### src/rtl/upe_seq_nvar.sv
// Sequential uncertainty-propagation engine: var_z = sum_ij g_i*g_j*C_ij over the upper triangle.
// Optional build macro UPE_CLAMP_NEG_EN clamps a negative raw sum to zero on var_z.
module upe_seq_nvar #(
    parameter int WIDTH = 16,
    parameter int NVARS = 2,
    parameter int OUT_W = 64
) (
    input  logic                                   clk,
    input  logic                                   rst,
    input  logic                                   in_valid,
    output logic                                   in_ready,
    input  logic [NVARS*WIDTH-1:0]                 grad,
    input  logic [(NVARS*(NVARS+1)/2)*WIDTH-1:0]   covar,
    output logic                                   out_valid,
    input  logic                                   out_ready,
    output logic [OUT_W-1:0]                       var_z,
    output logic                                   neg_flag
);
    localparam int P      = NVARS * (NVARS + 1) / 2;
    localparam int IW     = (NVARS > 1) ? $clog2(NVARS) : 1;
    localparam int PW     = (P > 1) ? $clog2(P) : 1;
    localparam int TW     = 3 * WIDTH + 2;
    localparam int STAGES = 1;

    typedef enum logic [1:0] {IDLE, RUN, DRAIN, DONE} state_t;

    state_t                       state;
    logic [NVARS-1:0][WIDTH-1:0]  grad_q;
    logic [P-1:0][WIDTH-1:0]      covar_q;
    logic [IW-1:0]                ii, jj;
    logic [PW-1:0]                kk;
    logic [1:0]                   drain_cnt;
    logic [STAGES:0]              vld_pipe;
    logic [OUT_W-1:0]             acc;

    logic signed [WIDTH-1:0]      gi, gj;
    logic [WIDTH-1:0]             c_sel;
    logic signed [WIDTH:0]        c_ext;
    logic signed [2*WIDTH-1:0]    gg_d, gg_q;
    logic signed [WIDTH:0]        c_q;
    logic                         off_q;
    logic signed [TW-1:0]         prod, term_q;
    logic signed [OUT_W-1:0]      term_ext;

    assign gi    = grad_q[ii];
    assign gj    = grad_q[jj];
    assign c_sel = covar_q[kk];
    // Diagonal variances are unsigned, off-diagonal covariances signed.
    assign c_ext = (ii == jj) ? {1'b0, c_sel} : {c_sel[WIDTH-1], c_sel};
    assign gg_d  = gi * gj;
    assign prod  = gg_q * c_q;
    assign term_ext = OUT_W'(term_q);

    always_ff @(posedge clk) begin
        if (rst) begin
            state     <= IDLE;
            in_ready  <= 1'b1;
            out_valid <= 1'b0;
            var_z     <= '0;
            neg_flag  <= 1'b0;
            acc       <= '0;
            ii        <= '0;
            jj        <= '0;
            kk        <= '0;
            drain_cnt <= '0;
            vld_pipe  <= '0;
            grad_q    <= '0;
            covar_q   <= '0;
            gg_q      <= '0;
            c_q       <= '0;
            off_q     <= 1'b0;
            term_q    <= '0;
        end else begin
            vld_pipe <= {vld_pipe[STAGES-1:0], (state == RUN)};
            gg_q     <= gg_d;
            c_q      <= c_ext;
            off_q    <= (ii != jj);
            // Off-diagonal entries stand for both C_ij and C_ji.
            term_q   <= off_q ? (prod <<< 1) : prod;
            if (vld_pipe[STAGES])
                acc <= acc + term_ext;

            case (state)
                IDLE: begin
                    if (in_valid) begin
                        grad_q   <= grad;
                        covar_q  <= covar;
                        acc      <= '0;
                        ii       <= '0;
                        jj       <= '0;
                        kk       <= '0;
                        in_ready <= 1'b0;
                        state    <= RUN;
                    end
                end
                RUN: begin
                    kk <= kk + 1'b1;
                    if (jj == IW'(NVARS - 1)) begin
                        ii <= ii + 1'b1;
                        jj <= ii + 1'b1;
                    end else begin
                        jj <= jj + 1'b1;
                    end
                    if (kk == PW'(P - 1)) begin
                        drain_cnt <= '0;
                        state     <= DRAIN;
                    end
                end
                DRAIN: begin
                    // Two pipe stages plus the accumulate must settle before acc is final.
                    if (drain_cnt == 2'd2) begin
                        state     <= DONE;
                        out_valid <= 1'b1;
                        neg_flag  <= acc[OUT_W-1];
`ifdef UPE_CLAMP_NEG_EN
                        var_z     <= acc[OUT_W-1] ? '0 : acc;
`else
                        var_z     <= acc;
`endif
                    end else begin
                        drain_cnt <= drain_cnt + 1'b1;
                    end
                end
                DONE: begin
                    if (out_ready) begin
                        out_valid <= 1'b0;
                        in_ready  <= 1'b1;
                        state     <= IDLE;
                    end
                end
                default: state <= IDLE;
            endcase
        end
    end
endmodule

### config.mk
export PLATFORM = sky130hd
export DESIGN_NAME = upe_seq_nvar
export DESIGN_NICKNAME = d
export VERILOG_FILES = /design/src/rtl/upe_seq_nvar.sv
export SDC_FILE = /design/constraint.sdc
export NUM_CORES = 2
export LEC_CHECK = 0
export CAP_MARGIN = 20
export CORE_AREA = 2 2 328 330
export DETAILED_ROUTE_END_ITERATION = 16
export DIE_AREA = 0 0 330 332
export DONT_BUFFER_PORTS = 1
export SYNTH_ARGS = -nofsm -noshare
export SYNTH_HDL_FRONTEND = slang
export SYNTH_SLANG_ARGS = --single-unit
export TNS_END_PERCENT = 30
### constraint.sdc
create_clock -name clk -period 8.5 [get_ports clk]
set_input_delay 1.7 -clock clk [delete_from_list [all_inputs] [get_ports clk]]
set_output_delay 1.7 -clock clk [all_outputs]
set_load 0.01 [all_outputs]
# After elaboration in Yosys (flattened, before gate mapping)
# Index checks and enable logic that the tools add are counted.
[totals]
ff_bits = 321
inputBits = 84
out_inout_bits = 67
word_cells = 90
[classes]
add_sub_neg = 5
n_mul = 2
n_lt_le_gt_ge = 3
n_eq_ne = 13
muxes = 30
n_reduce_logical = 15
[ops]
columns = ["op", "count"]
rows = [
  ["$mux W64", 3],
  ["$mux W16", 5],
  ["$add A64 B64 Y64", 1],
  ["$mul A32 B17 Y49", 1],
  ["$mux W49", 1],
  ["$bmux W16 S2", 1],
  ["$mul A16 B16 Y32", 1],
  ["$mux W2", 7],
  ["$reduce_and A3 Y1", 4],
  ["$ne A2 B2 Y1 const B", 5],
  ["$eq A2 B2 Y1 const B", 4],
  ["$pmux W1 S2", 4],
  ["$pmux W2 S2", 2],
  ["$pmux W2 S4", 1],
  ["$reduce_bool A2 Y1", 4],
  ["$mux W1", 6],
  ["$reduce_and A2 Y1", 3],
  ["$add A2 B1 Y2 const B", 2],
  ["$lt A1 B2 Y1 const B", 2],
  ["$reduce_and A4 Y1", 1],
  ["$reduce_or A2 Y1", 2],
  ["$lt A2 B3 Y1 const B", 1],
  ["$add A1 B1 Y1 const B", 2],
  ["$eq A2 B1 Y1 const B", 1],
  ["4 further kinds", 4],
]

# Depth between registers and ports, before layout
[logic_depth]
depth_word = 4
ltp_mapped = 29

# Least setup slack after synthesis
# OpenSTA, ideal clock, no wires.
[synth_path]
path_type = "register -> register"
start = "register ii"
end = "register gg_q[24]"
setup_time_ns = 0.128
arrival_ns = 6.971
t_required_ns = 8.372
setup_slack_ns = 1.402
path_stages_with_launch = 28
synth_period_minus_slack_ns = 7.098
path_cell_list = "dfxtp_1 -> clkbuf_1 -> buf_1 -> clkbuf_1 -> mux2_2 -> nand2_1 -> fa_1 -> inv_1 -> fa_1 -> inv_1 -> fa_1 -> inv_1 -> fa_1 -> inv_1 -> fa_1 -> fa_1 -> inv_1 -> ha_1 -> a21oi_1 -> nand2_1 -> a21o_1 -> a221o_1 -> a211o_1 -> o31ai_1 -> nand2_1 -> a21oi_1 -> xor2_1 -> nor2_1"
[synth_via]
elab_chain_len = 3
[synth_lines]
columns = ["element", "line_no", "rtl"]
rows = [
  ["start, declared", "30", "logic [IW-1:0] ii, jj;"],
  ["start signal, assigned", "99", "ii <= ii + 1'b1;"],
  ["$mux W16 (not written as such) (2 in series)", "45", "assign gi = grad_q[ii];"],
  ["$mul A16 B16 Y32", "50", "assign gg_d = gi * gj;"],
  ["end signal, assigned", "75", "gg_q <= gg_d;"],
  ["end, declared", "39", "logic signed [2*WIDTH-1:0] gg_d, gg_q;"],
]
# No other way between the ends. The select of a mux whose other input is x is not followed.
# A chain may end at the register's enable or synchronous reset.

# Worst setup path after layout
[layout_path]
start = "register ii"
end = "register gg_q[30]"
# Same word-level chain as after synthesis.

==> flow_summary.toml <==
[yosys]
ys_ff_latch = 320
synthArstFlopShare_pct = 0
yosysTopAreaCell = "fa_1"
yosys_warnings = 0
synth_top_family_by_area = "adder cells"
synth_xor_area_share_pct = 2.83
netlist.area_leader.share_pct = 36.3
syn_area_um2 = 43300
yosysSeqAreaShare_pct = 14.8
synthAdderAreaFrac_pct = 44.0
synth-simple-area-share_pct = 16.2
ys_top_cells_by_area = "fa_1, dfxtp_1, ha_1"
synth_nets = 6126
synth_edf_count = 0
synth_cells = 4991
syn_area_per_cell_um2 = 8.67
muxShareOfSynthArea_pct = 3.33
synth_compound_area_share_pct = 9.22
ys_types = 85
synth_flop_cell = "dfxtp_1"

[final_layout]
layout.nets = 5993
layout_commonest_cell = "inv_1"
area_delta_synth_final_pct = 5.82
drive_gt1_share_pct = 3.54
layout.cells.most_common_list = "inv_1, nand2_1, fa_1, nor2_1, dfxtp_1"
final_cell_area_um2 = 45800

[drt]
antenna_left = 0
drt-total-wl_mm = 118
wl_per_cell_um = 18.7
drc = 18
vias = 32400
drt-initial-drc-count = 1958
dr.pass1.iters = 13
viasPerCell = 5.15

[clocking]
cts_buffers = 35
clock-root-buffer = "clkbuf_16"
clk_latency_ps = 570
clkSinkCount = 320
hold_buffers = 0
postCtsSetupBuffers = 0
cts_tree = "built"
clkSlewWorstSetupHoldPaths_ps = 60
clockBufferDepth = 3
cts_resized = 0
cts_htree_levels = 2

[sta]
timing.final.crit_share_pct = 87.3
worst_pin_slew_ps = 996
hold_viol_final = 0
skew_ps = 23.9
fin_ws_ps = 1080
setup_tns_ps = 0
maxSlewViolCount = 0
fmax_mhz = 135
rsz0062_at_grt = "false"
finalSetupViolCount = 0
relSlewSlack_pct = 31.7
min_period_ps = 7420

[floorplan]
fp.dieW_um = 330
initial_core_util_pct = 40.7
die-area_um2 = 110000
io_pins = 151
rows = 120
die-height_um = 332
core-area_um2 = 106000

[worst_setup_path]
path_class = "flop to flop"
critPathCapture = "gg_q[30]"
r2r_start = "ii"
crit_chain = "mux2i_1, nor2_1, fa_1, inv_1, fa_1, inv_1, fa_1, fa_1, fa_1, inv_1, fa_1, inv_1, ha_1, and3_1, o31a_1, o21ai_0, a21boi_0, o21a_1, a311o_1, a21oi_1, nor2b_1, o22ai_1, xor2_1, nor2_1"
r2r_end = "gg_q[30]"
slowest_stage = "mux2i_1"
cp_data_arrival_time_ps = 7830
crit_path_start_kind = "flop"
startpoint = "ii"
reg2reg_depth = 24
path_common_cell = "fa_1"
critPathMaxFanout = 23
regToRegSetupSlack_ps = 1080
required_ps = 8910
critical-path-max-stage-delay_ps = 900
end_kind = "flop"

[power]
p_per_area_nw_per_um2 = 162
vdd_drop_max_mv = 0.139
power_w = 0.00744
total_leakage_power_nw = 21.8

[placed_design]
gp_congestion = 0.941
place.detailed.hpwl_mm = 94.4
place_area_um2 = 44600
port-buffer-count = 0
pre_cts_ws_ps = 1120

[grt]
grt_max_degree = 255
grt_first_pass_wirelength_mm = 190
grt_util_all_layers_pct = 21.9
antenna_found_initial = 4
grt_pass1_vias = 34400
grt_overflow = 0

[status]
status = "finished, violations left"
violations = "design-rule violations"

[run]
maxCapViolCount = 0

[worst_hold_path]
hold_path_class = "flop to flop"
[how the worst min path moves through the flow]
stage / depth (start not counted) / endpoint / from
after floorplan: 1 / vld_pipe[1] / vld_pipe[0]
after global placement: 1 / vld_pipe[1] / vld_pipe[0]
after detailed placement: 1 / vld_pipe[1] / vld_pipe[0]
after CTS: 1 / vld_pipe[1] / vld_pipe[0]
after global routing: 1 / vld_pipe[1] / vld_pipe[0]
final: 1 / vld_pipe[1] / vld_pipe[0]
[area by class of cell]
cell class / instances / area, um2
repair buffers: 47 / 353
clock buffers: 45 / 983
multi-input cells: 3565 / 32700
clock inverters: 15 / 231
well taps: 1403 / 1760
flip-flops and latches: 320 / 6410
diodes: 1 / 2.50
fillers: 10700 / 60500
inverters: 889 / 3340
[Yosys cell counts, types with 6 or more instances]
cell type and n:
xnor2_1 89, xor2_1 51, o21a_1 14, and2_1 246
nor3_1 20, o211ai_1 11, o22ai_1 11, nand3_1 28
o21bai_1 20, o221ai_1 6, nand2b_1 29, clkbuf_1 201
buf_1 14, a211oi_1 21, mux2i_1 108, dfxtp_1 320
a21boi_0 6, inv_1 887, a21o_1 62, a21oi_1 294
o31ai_1 11, nand2_1 832, a211o_1 6, nor2b_1 25
nor2_1 352, a31oi_1 8, o21ai_0 84, ha_1 267
and3_1 16, o22a_1 15, mux2_2 32, fa_1 784
nand4_1 22
[cells by family (layout without fill, tap and decap cells)]
family | Yosys count | count (layout)
compound gates | 636 | 636
xor+xnor | 140 | 140
fa+ha+maj | 1051 | 1051
buf+inv | 1106 | 996
flops | 320 | 320
mux | 140 | 140
other cells | 0 | 1
simple gates | 1598 | 1598
[metrics by stage]
step           utilization, %  hold WS [ps]  std cells
2_1_floorplan               -           414       4991
3_3_place_gp             41.9           419       6224
3_5_place_dp             41.9           428       6224
4_1_cts                  43.1           441       6284
5_1_grt                  43.1           452       6284
6_report                 43.1           440       6285
[where the power goes]
group | internal [W] | switching [W]
clock | 0.000950 | 0.000665
combinational | 0.00138 | 0.00230
sequential | 0.00171 | 0.000430
[state kept, by name (all words and copies together) (netlist names)]
| name | count |
|---|---|
| acc | 64 |
| var_z | 64 |
| term_q | 50 |
| covar_q | 48 |
| gg_q | 32 |
| grad_q | 32 |
| c_q | 17 |
| drain_cnt | 2 |
| kk | 2 |
| state | 2 |
| vld_pipe | 2 |
| ii | 1 |
| in_ready | 1 |
| jj | 1 |
| off_q | 1 |
| out_valid | 1 |
[worst max-delay path, delay by kind of cell (launching register included)]
family,cells,cell delay (ps)
xor gates and xnor gates,1,170
buffers and inverters,4,190
muxes,1,900
AOI/OAI and AO/OA,7,1350
DFF,1,750
adders and majority gates,7,3350
and+or+nand+nor,4,510
[metal layers]
metal / vias up / wire length [um] / GRT usage, % / share of wire [%]
li1: 15100 / - / - / -
met1: 16300 / 50800 / 28.6 / 43
met2: 775 / 57200 / 37.7 / 49
met3: 215 / 5560 / 2.68 / 4.7
met4: 2 / 4020 / 6.97 / 3.4
met5: - / 11 / 0 / 0.0094
(Power assumes the default switching activity.)
